### src/rtl/spi_uvc_pkg.sv
// Shared types and helpers for the SPI master engine.
package spi_uvc_pkg;

  localparam int SPI_DEFAULT_DATA_W = 8;

  typedef struct packed {
    logic cpol;
    logic cpha;
    logic lsb_first;
  } spi_mode_t;

  typedef enum logic [2:0] {
    IDLE,
    LEAD,
    SHIFT,
    TRAIL,
    DONE
  } spi_state_e;

  // Chip-select index width; a single CS line still needs a 1-bit select.
  function automatic int spi_cs_w(input int n_cs);
    return (n_cs > 1) ? $clog2(n_cs) : 1;
  endfunction

endpackage

### src/rtl/spi_uvc_if.sv
// Word-level front end plus SPI pin bundle of the master engine.
interface spi_uvc_if
  import spi_uvc_pkg::*;
#(
  parameter int DATA_W = SPI_DEFAULT_DATA_W,
  parameter int N_CS   = 4,
  parameter int DIV_W  = 8
);
  localparam int CS_W = spi_cs_w(N_CS);

  logic              cpol_i;
  logic              cpha_i;
  logic              lsb_first_i;
  logic [DIV_W-1:0]  clk_div_i;
  logic [CS_W-1:0]   cs_sel_i;
  logic              tx_valid_i;
  logic              tx_ready_o;
  logic [DATA_W-1:0] tx_data_i;
  logic              rx_valid_o;
  logic [DATA_W-1:0] rx_data_o;
  logic              busy_o;
  logic              sclk_o;
  logic              mosi_o;
  logic              miso_i;
  logic [N_CS-1:0]   cs_n_o;

  modport master (
    input  cpol_i, cpha_i, lsb_first_i, clk_div_i, cs_sel_i,
    input  tx_valid_i, tx_data_i, miso_i,
    output tx_ready_o, rx_valid_o, rx_data_o, busy_o, sclk_o, mosi_o, cs_n_o
  );

  modport slave (
    output cpol_i, cpha_i, lsb_first_i, clk_div_i, cs_sel_i,
    output tx_valid_i, tx_data_i, miso_i,
    input  tx_ready_o, rx_valid_o, rx_data_o, busy_o, sclk_o, mosi_o, cs_n_o
  );

endinterface

### src/rtl/spi_uvc_clkgen.sv
// Half-period counter: strobes on the last cycle of every H-cycle period
// and toggles the SCLK level on strobes where toggling is enabled.
module spi_uvc_clkgen #(
  parameter int DIV_W = 8
) (
  input  logic             clk_i,
  input  logic             rst_i,
  input  logic             i_en,
  input  logic             i_tog_en,
  input  logic             i_cpol,
  input  logic [DIV_W-1:0] i_div,
  output logic             o_strobe,
  output logic             o_sclk
);

  logic [DIV_W-1:0] r_cnt;
  logic             r_sclk;

  assign o_strobe = i_en && (r_cnt == i_div);
  assign o_sclk   = r_sclk;

  always_ff @(posedge clk_i) begin
    if (rst_i) begin
      r_cnt  <= '0;
      r_sclk <= 1'b0;
    end else if (!i_en) begin
      // Parked: restart the period and hold SCLK at the idle level.
      r_cnt  <= '0;
      r_sclk <= i_cpol;
    end else if (o_strobe) begin
      r_cnt <= '0;
      if (i_tog_en) r_sclk <= ~r_sclk;
    end else begin
      r_cnt <= r_cnt + 1'b1;
    end
  end

endmodule

### src/rtl/spi_uvc_master.sv
// SPI master engine: one DATA_W-bit word per transaction, all CPOL/CPHA
// modes, MSB/LSB-first, programmable SCLK divider, one-hot chip selects.
module spi_uvc_master
  import spi_uvc_pkg::*;
#(
  parameter int DATA_W = SPI_DEFAULT_DATA_W,
  parameter int N_CS   = 4,
  parameter int DIV_W  = 8
) (
  input logic       clk_i,
  input logic       rst_i,
  spi_uvc_if.master bus
);

  localparam int CS_W  = spi_cs_w(N_CS);
  localparam int EDGES = 2 * DATA_W;
  localparam int CNT_W = $clog2(EDGES + 2);

  spi_state_e        r_state, w_state_nxt;
  spi_mode_t         r_mode;
  logic [DIV_W-1:0]  r_div;
  logic [DATA_W-1:0] r_tx, r_rx, r_rx_data;
  logic              r_mosi;
  logic [N_CS-1:0]   r_cs_n;
  logic [CNT_W-1:0]  r_edge;

  logic w_accept, w_en, w_busy, w_strobe, w_sclk, w_cpol;
  logic w_tog_en, w_sample, w_drive, w_last;

  function automatic logic first_bit(input logic [DATA_W-1:0] d, input logic lsb);
    return lsb ? d[0] : d[DATA_W-1];
  endfunction

  function automatic logic [DATA_W-1:0] shift_tx(input logic [DATA_W-1:0] d, input logic lsb);
    return lsb ? (d >> 1) : (d << 1);
  endfunction

  function automatic logic [DATA_W-1:0] shift_rx(input logic [DATA_W-1:0] d, input logic b,
                                                 input logic lsb);
    return lsb ? {b, d[DATA_W-1:1]} : {d[DATA_W-2:0], b};
  endfunction

  // Out-of-range selects leave every line deasserted.
  function automatic logic [N_CS-1:0] cs_decode(input logic [CS_W-1:0] sel);
    logic [N_CS-1:0] v;
    v = '1;
    for (int i = 0; i < N_CS; i++)
      if (sel == CS_W'(i)) v[i] = 1'b0;
    return v;
  endfunction

  spi_uvc_clkgen #(.DIV_W(DIV_W)) u_clkgen (
    .clk_i    (clk_i),
    .rst_i    (rst_i),
    .i_en     (w_en),
    .i_tog_en (w_tog_en),
    .i_cpol   (w_cpol),
    .i_div    (r_div),
    .o_strobe (w_strobe),
    .o_sclk   (w_sclk)
  );

  assign w_cpol   = (r_state == IDLE) ? bus.cpol_i : r_mode.cpol;
  // Strobes 0..EDGES-1 are real SCLK edges; the two after that end SHIFT and TRAIL.
  assign w_tog_en = (r_edge < CNT_W'(EDGES));
  assign w_sample = w_strobe && w_tog_en && (r_mode.cpha ? r_edge[0] : ~r_edge[0]);
  assign w_drive  = w_strobe && w_tog_en &&
                    (r_mode.cpha ? ~r_edge[0] : (r_edge[0] && (r_edge != CNT_W'(EDGES - 1))));
  assign w_last   = (r_state == TRAIL) && w_strobe;

  always_ff @(posedge clk_i) begin
    if (rst_i) r_state <= IDLE;
    else       r_state <= w_state_nxt;
  end

  always_comb begin
    w_state_nxt = r_state;
    w_accept    = 1'b0;
    w_en        = 1'b0;
    w_busy      = 1'b1;
    unique case (r_state)
      IDLE: begin
        w_busy   = 1'b0;
        w_accept = bus.tx_valid_i;
        if (bus.tx_valid_i) w_state_nxt = LEAD;
      end
      LEAD: begin
        w_en = 1'b1;
        if (w_strobe) w_state_nxt = SHIFT;
      end
      SHIFT: begin
        w_en = 1'b1;
        if (w_strobe && (r_edge == CNT_W'(EDGES))) w_state_nxt = TRAIL;
      end
      TRAIL: begin
        w_en = 1'b1;
        if (w_strobe) w_state_nxt = DONE;
      end
      DONE:    w_state_nxt = IDLE;
      default: w_state_nxt = IDLE;
    endcase
  end

  always_ff @(posedge clk_i) begin
    if (rst_i) begin
      r_edge    <= '0;
      r_cs_n    <= '1;
      r_mosi    <= 1'b0;
      r_rx_data <= '0;
    end else begin
      if (r_state == IDLE) r_edge <= '0;
      else if (w_strobe)   r_edge <= r_edge + 1'b1;

      if (w_accept)    r_cs_n <= cs_decode(bus.cs_sel_i);
      else if (w_last) r_cs_n <= '1;

      // With CPHA=0 the first bit must be on the wire before the first edge.
      if (w_accept)              r_mosi <= bus.cpha_i ? 1'b0
                                           : first_bit(bus.tx_data_i, bus.lsb_first_i);
      else if (w_drive)          r_mosi <= first_bit(r_tx, r_mode.lsb_first);
      else if (r_state == DONE)  r_mosi <= 1'b0;

      if (w_last) r_rx_data <= r_rx;
    end
  end

  always_ff @(posedge clk_i) begin
    if (w_accept) begin
      r_mode.cpol      <= bus.cpol_i;
      r_mode.cpha      <= bus.cpha_i;
      r_mode.lsb_first <= bus.lsb_first_i;
      r_div            <= bus.clk_div_i;
      r_tx             <= bus.cpha_i ? bus.tx_data_i : shift_tx(bus.tx_data_i, bus.lsb_first_i);
    end else if (w_drive) begin
      r_tx <= shift_tx(r_tx, r_mode.lsb_first);
    end
    if (w_sample) r_rx <= shift_rx(r_rx, bus.miso_i, r_mode.lsb_first);
  end

  assign bus.tx_ready_o = ~w_busy;
  assign bus.busy_o     = w_busy;
  assign bus.rx_valid_o = (r_state == DONE);
  assign bus.rx_data_o  = r_rx_data;
  assign bus.mosi_o     = r_mosi;
  assign bus.cs_n_o     = r_cs_n;
  assign bus.sclk_o     = (r_state == IDLE) ? bus.cpol_i : w_sclk;

endmodule

### src/flat_wrapper.sv
// flat-port wrapper written by rule: the top's interface ports become plain ports
module spi_uvc_master_flat import spi_uvc_pkg::*;
#(
  parameter int DATA_W = SPI_DEFAULT_DATA_W,
  parameter int N_CS   = 4,
  parameter int DIV_W  = 8
)
  (clk_i, rst_i, bus_cpol_i, bus_cpha_i, bus_lsb_first_i, bus_clk_div_i, bus_cs_sel_i, bus_tx_valid_i, bus_tx_data_i, bus_miso_i, bus_tx_ready_o, bus_rx_valid_o, bus_rx_data_o, bus_busy_o, bus_sclk_o, bus_mosi_o, bus_cs_n_o);
  spi_uvc_if #(.DATA_W(DATA_W), .N_CS(N_CS), .DIV_W(DIV_W)) bus_i ();
  input logic clk_i;
  input logic rst_i;
  input wire logic [$bits(bus_i.cpol_i)-1:0] bus_cpol_i;
  input wire logic [$bits(bus_i.cpha_i)-1:0] bus_cpha_i;
  input wire logic [$bits(bus_i.lsb_first_i)-1:0] bus_lsb_first_i;
  input wire logic [$bits(bus_i.clk_div_i)-1:0] bus_clk_div_i;
  input wire logic [$bits(bus_i.cs_sel_i)-1:0] bus_cs_sel_i;
  input wire logic [$bits(bus_i.tx_valid_i)-1:0] bus_tx_valid_i;
  input wire logic [$bits(bus_i.tx_data_i)-1:0] bus_tx_data_i;
  input wire logic [$bits(bus_i.miso_i)-1:0] bus_miso_i;
  output wire logic [$bits(bus_i.tx_ready_o)-1:0] bus_tx_ready_o;
  output wire logic [$bits(bus_i.rx_valid_o)-1:0] bus_rx_valid_o;
  output wire logic [$bits(bus_i.rx_data_o)-1:0] bus_rx_data_o;
  output wire logic [$bits(bus_i.busy_o)-1:0] bus_busy_o;
  output wire logic [$bits(bus_i.sclk_o)-1:0] bus_sclk_o;
  output wire logic [$bits(bus_i.mosi_o)-1:0] bus_mosi_o;
  output wire logic [$bits(bus_i.cs_n_o)-1:0] bus_cs_n_o;
  assign bus_i.cpol_i = bus_cpol_i;
  assign bus_i.cpha_i = bus_cpha_i;
  assign bus_i.lsb_first_i = bus_lsb_first_i;
  assign bus_i.clk_div_i = bus_clk_div_i;
  assign bus_i.cs_sel_i = bus_cs_sel_i;
  assign bus_i.tx_valid_i = bus_tx_valid_i;
  assign bus_i.tx_data_i = bus_tx_data_i;
  assign bus_i.miso_i = bus_miso_i;
  assign bus_tx_ready_o = bus_i.tx_ready_o;
  assign bus_rx_valid_o = bus_i.rx_valid_o;
  assign bus_rx_data_o = bus_i.rx_data_o;
  assign bus_busy_o = bus_i.busy_o;
  assign bus_sclk_o = bus_i.sclk_o;
  assign bus_mosi_o = bus_i.mosi_o;
  assign bus_cs_n_o = bus_i.cs_n_o;
  spi_uvc_master #(.DATA_W(DATA_W), .N_CS(N_CS), .DIV_W(DIV_W)) u_core (.clk_i(clk_i), .rst_i(rst_i), .bus(bus_i));
endmodule
### config.mk
export PLATFORM = sky130hd
export DESIGN_NAME = spi_uvc_master_flat
export DESIGN_NICKNAME = d
export VERILOG_FILES = /design/src/rtl/spi_uvc_pkg.sv /design/src/rtl/spi_uvc_if.sv /design/src/rtl/spi_uvc_clkgen.sv /design/src/rtl/spi_uvc_master.sv /design/src/flat_wrapper.sv
export SDC_FILE = /design/constraint.sdc
export NUM_CORES = 1
export LEC_CHECK = 0
export CELL_PAD_IN_SITES_DETAIL_PLACEMENT = 1
export CELL_PAD_IN_SITES_GLOBAL_PLACEMENT = 1
export CORE_MARGIN = 5
export CORE_UTILIZATION = 35
export DETAILED_ROUTE_END_ITERATION = 16
export PLACE_DENSITY_LB_ADDON = 0.15
export SLEW_MARGIN = 10
export SYNTH_ARGS = -nofsm -noshare
export SYNTH_HDL_FRONTEND = slang
export SYNTH_SLANG_ARGS = --single-unit
### constraint.sdc
create_clock -name clk_i -period 5.13 [get_ports clk_i]
set_input_delay 1.026 -clock clk_i [delete_from_list [all_inputs] [get_ports clk_i]]
set_output_delay 1.026 -clock clk_i [all_outputs]
set_load 0.005 [all_outputs]
**Yosys cells after proc, flatten, opt, wreduce, memory -nomap -nowiden**

Index checks and enable logic that the tools add are counted.
Widths: inputs -> output; s select.

- Order comparisons: 1
- Bitwise gates (word level): 3
- Equality and inequality tests: 16
- Reductions and logical operators: 17
- Multiplexer cells: 33
- $add $sub $neg: 2

Operator list:

| kind | count |
|---|---|
| $mux 8 | 6 |
| $mux 1 | 20 |
| $mux 3 | 4 |
| $pmux 3 s4 | 1 |
| $ne 2x1->1 const B | 5 |
| $add 8x1->8 const B | 1 |
| $eq 8x8->1 | 1 |
| $mux 4 | 2 |
| $logic_and 1x1->1 | 7 |
| $eq 3x2->1 const B | 2 |
| $reduce_or 3->1 | 2 |
| $add 5x1->5 const B | 1 |
| $eq 5x5->1 const B | 1 |
| $lt 5x5->1 const B | 1 |
| $ne 5x4->1 const B | 1 |
| $eq 2x2->1 const B | 2 |
| $reduce_and 4->1 | 1 |
| $reduce_bool 2->1 | 2 |
| $eq 3x1->1 const B | 1 |
| $eq 3x3->1 const B | 1 |
| $logic_not 3->1 | 1 |
| $not 1->1 | 3 |
| $reduce_bool 3->1 | 1 |
| $eq 2x1->1 const B | 1 |
| 4 further kinds | 4 |

- Output and inout port bits: 17
- Logic and storage cells: 85
- Register bits: 57
- Input bits: 25

**Longest topological paths before layout**

- Depth after elaboration: 8
- Gate-level depth with buffers: 8
- Depth with buffers taken out: 8

**Modules after synthesis**

From an unflattened synthesis, not the netlist that was laid out.

- Cell total of the unflattened synthesis: 242
- Area, all modules: 2,601.2 µm²

Modules (own cells, without submodules):

| module | sequential area each (µm²) | cells an instance | instances | area each (µm²) |
|---|---|---|---|---|
| spi_uvc_master | 1,231.2 | 191 | 1 | 2,152.1 |
| spi_uvc_clkgen | 180.2 | 51 | 1 | 449.2 |

**Worst setup path after synthesis**

No wires, ideal clock.

- Path type: input port to flip-flop
- Start: in bus_tx_valid_i
- End: reg u_core.r_tx[0], enable pin
- Slack: 2.775 ns
- Data required time: 4.746 ns
- Cell stages on the path: 5
- Arrival time: 1.971 ns
- Library setup time: 0.384 ns
- Buffers on the path: 2
- Cell sequence: nand2_1 > or2_2 > clkbuf_1 > clkbuf_1 > o21ai_0

- Word-level cells in the longest chain between the ends: 2

Ends and longest elaborated chain:

| element | line | text |
|---|---|---|
| from (decl) | flat_wrapper.sv:17 | `input wire logic [$bits(bus_i.tx_valid_i)-1:0] bus_tx_valid_i;` |
| $mux 1 | spi_uvc_master.sv:81 | `unique case (r_state)` |
| $reduce_bool 2->1 (no source line) | -- |  |
| to (signal assigned) | spi_uvc_master.sv:133 | `r_tx <= bus.cpha_i ? bus.tx_data_i : shift_tx(bus.tx_data_i, bus.lsb_first_i);` |
| to (signal assigned) | spi_uvc_master.sv:135 | `r_tx <= shift_tx(r_tx, r_mode.lsb_first);` |
| to (decl) | spi_uvc_master.sv:22 | `logic [DATA_W-1:0] r_tx, r_rx, r_rx_data;` |

No other way between the ends.
A chain may end at the register's enable or synchronous reset.

**Worst setup path in the final report**

- Start: in bus_cpol_i
- End: out bus_sclk_o

- Word-level cells in the longest chain between the ends: 1

Ends and longest elaborated chain:

| element | line | text |
|---|---|---|
| from (decl) | flat_wrapper.sv:12 | `input wire logic [$bits(bus_i.cpol_i)-1:0] bus_cpol_i;` |
| $mux 1 | spi_uvc_master.sv:146 | `assign bus.sclk_o = (r_state == IDLE) ? bus.cpol_i : w_sclk;` |
| to (decl) | flat_wrapper.sv:24 | `output wire logic [$bits(bus_i.sclk_o)-1:0] bus_sclk_o;` |

No other way between the ends.

==> impl_metrics.toml <==
[synthesis]
syn_area_um2 = 2640
syn_avg_cell_area_um2 = 10.9
ys_top_cells_by_area = "edfxtp_1 31%, dfxtp_1 23%, mux2i_1 9.1%"
synth_edf_count = 27
yosys_warnings = 0
synth_top_area_frac = 0.307
synth-seq-cells = 57
synth_seq_area_share = 0.534
postSynth.asyncResetShare = 0
yosysTopAreaCell = "edfxtp_1"
syn-instance-count = 242
synth_flop_cell = "dfxtp_1"
post_synth_num_cell_types = 37
synth_nets = 271

[cts]
cts-root-buf = "clkbuf_8"
ctsHoldBuffers = 0
postCtsSetupRepairBufs = 0
post_cts_resized = 0
cts_max_path_buffers = 2
htree_num_levels = 3
path_clk_slew_ns = 0.07
cts.sinks = 57
tritoncts = "built"
clock_insertion_delay_worst_skew_ns = 0.34
numCtsBuffers = 9

[timing]
finClkSkew_ns = 0.0114
max_freq_mhz = 316
worstMarginPinSlew_ns = 1.11
period_minus_slack_ns = 3.16
final-setup-viol-count = 0
relSlewSlack = 0.254
slew_viol_final = 0
hold_violations = 0
rsz0062_at_grt = "no"
post-route-period-util = 0.616
finalSetupTns_ns = 0

[worst_hold_path]
hold_class = "reg -> reg"
hold_depth = 1
hold_start = "u_core.u_clkgen.r_cnt[0]$_SDFF_PP0_"

[detailed_routing]
vias = 1916
ant_nets = 0
dr.pass1.iters = 4
post_drt_wl_per_cell_um = 15.3
drcViolationCount = 0
initialDrtViolationCount = 32
via_per_inst = 4.96
wirelength_um = 5900

[cells_and_area]
layout-drive-gt1-share = 0.108
postLayoutCoreUtil = 0.453
layout_common_cells = "41 x clkdlybuf4s50_1, 31 x nor2_1, 30 x dfxtp_1"
final_cells = 386
num-fill-cells = 838
syn_to_final_growth_pct = 25.1
antenna_cells = 0
layout_commonest_cell = "clkdlybuf4s50_1"
fin_nets = 311

[critical_path]
r2r-start = "u_core.r_edge[0]$_SDFFE_PP0P_"
required_ns = 4.10
cp-startpoint = "bus_cpol_i"
cp-start-kind = "input pin"
crit_path_max_fanout = 2
crit_path_end_kind = "output port"
arrival_ns = 2.14
ff2ff_path_depth = 7
worstSetupPathType = "in -> out"

[floorplanning]
start_util = 0.362
fp-row-count = 31
die_h_um = 96.9
io_pins = 42
die_area_um2 = 9390
coreArea_um2 = 7290
die_x_um = 96.9

[global_routing]
grt-ovfl-total = 0
grt_pass1_vias = 1991
grt_use_total = 0.132
grt_pass1_wl_um = 9950
grt_antenna_before_repair = 0
grt_max_degree = 24

[power_and_ir_drop]
power.total_mw = 0.969
leakage_nw = 1.16
powerDensity_nw_per_um2 = 293
max-vdd-ir-drop_uv = 93.5

[place]
gp_congestion = 0.759
dpl.hpwl_um = 4280
portBuffers = 41
placed_cells = 370

[run]
drv_cap = 0

[run_status]
run_status = "finished clean"
## synth_stat cells, types with 3 or more instances
library cell,count
edfxtp_1,27
nand3_1,8
nand2_1,9
nor2_1,31
mux2_2,10
ha_1,4
nor3b_1,3
inv_1,8
and3_1,4
or3_1,3
a211oi_1,8
mux2i_1,24
clkbuf_1,11
dfxtp_1,30
o21ai_0,3
o21bai_1,3
xor2_1,4
nor3_1,8
a21oi_1,10
xnor2_1,14
## layer usage
| layer | routed length (um) | up-vias | track usage |
|---|---|---|---|
| met5 | 0 | - | 0 |
| met4 | 121 | 0 | 0.0713 |
| met3 | 152 | 10 | 0.0288 |
| met2 | 2780 | 35 | 0.211 |
| met1 | 2850 | 925 | 0.166 |
| li1 | - | 946 | - |
## stage by stage
| stage | hold WS, ns | cell area, um^2 | worst slack (ns) |
|---|---|---|---|
| after floorplan | 0.437 | 2640 | 2.78 |
| after global placement | 0.459 | 3130 | 1.97 |
| after detailed placement | 0.474 | 3130 | 1.95 |
| after CTS | 0.494 | 3310 | 1.96 |
| after global routing | 0.525 | 3310 | 1.88 |
| final | 0.489 | 3310 | 1.97 |
## flip-flops by register name (all words and copies together) (netlist names)
signal and count:
u_core.bus.cs_n_o 4, u_core.bus.mosi_o 1, u_core.bus.rx_data_o 8, u_core.r_div 8
u_core.r_edge 5, u_core.r_mode 3, u_core.r_rx 8, u_core.r_state 3
u_core.r_tx 8, u_core.u_clkgen.o_sclk 1, u_core.u_clkgen.r_cnt 8
## cell type report
type,count,area [um^2],area share
clock buffer,10,138,0.0416
clock inverter,6,33.8,0.0102
inverter,8,30.0,0.00908
multi-input combinational,164,1150,0.348
sequential,57,1410,0.427
tap,99,124,0.0375
timing repair buffer,42,418,0.126
## worst paths after layout
kind,end,slack (ns)
hold reg to reg,u_core.u_clkgen.r_cnt[0]$_SDFF_PP0_,0.49
setup reg to reg,u_core.r_tx[1]$_DFFE_PP_,2.50
setup / recovery,bus_sclk_o,1.97
hold / removal,u_core.u_clkgen.r_cnt[0]$_SDFF_PP0_,0.49
## where the power goes
| part | switching, mW | internal [mW] | leakage [nW] | total, mW |
|---|---|---|---|---|
| clock | 0.183 | 0.184 | 0.0855 | 0.367 |
| sequential | 0.0122 | 0.496 | 0.496 | 0.508 |
| combinational | 0.0448 | 0.0486 | 0.577 | 0.0934 |
## critical path, stage by stage
cell,delay (ns)
clkdlybuf4s50_1,0.48
nand2_1,0.07
nand2_1,0.08
clkdlybuf4s50_1,0.49
## cell families (layout without fill, tap and decap cells)
kind of cell | after synthesis | after routing | share of synthesized area
buf+inv | 21 | 66 | 0.0303
mux | 34 | 34 | 0.134
fa+ha+maj | 4 | 4 | 0.0189
compound gates | 29 | 29 | 0.0710
xor+xnor | 18 | 18 | 0.0597
flops | 57 | 57 | 0.534
simple gates | 79 | 79 | 0.152
Note: power is estimated with default switching activity, not from simulation.
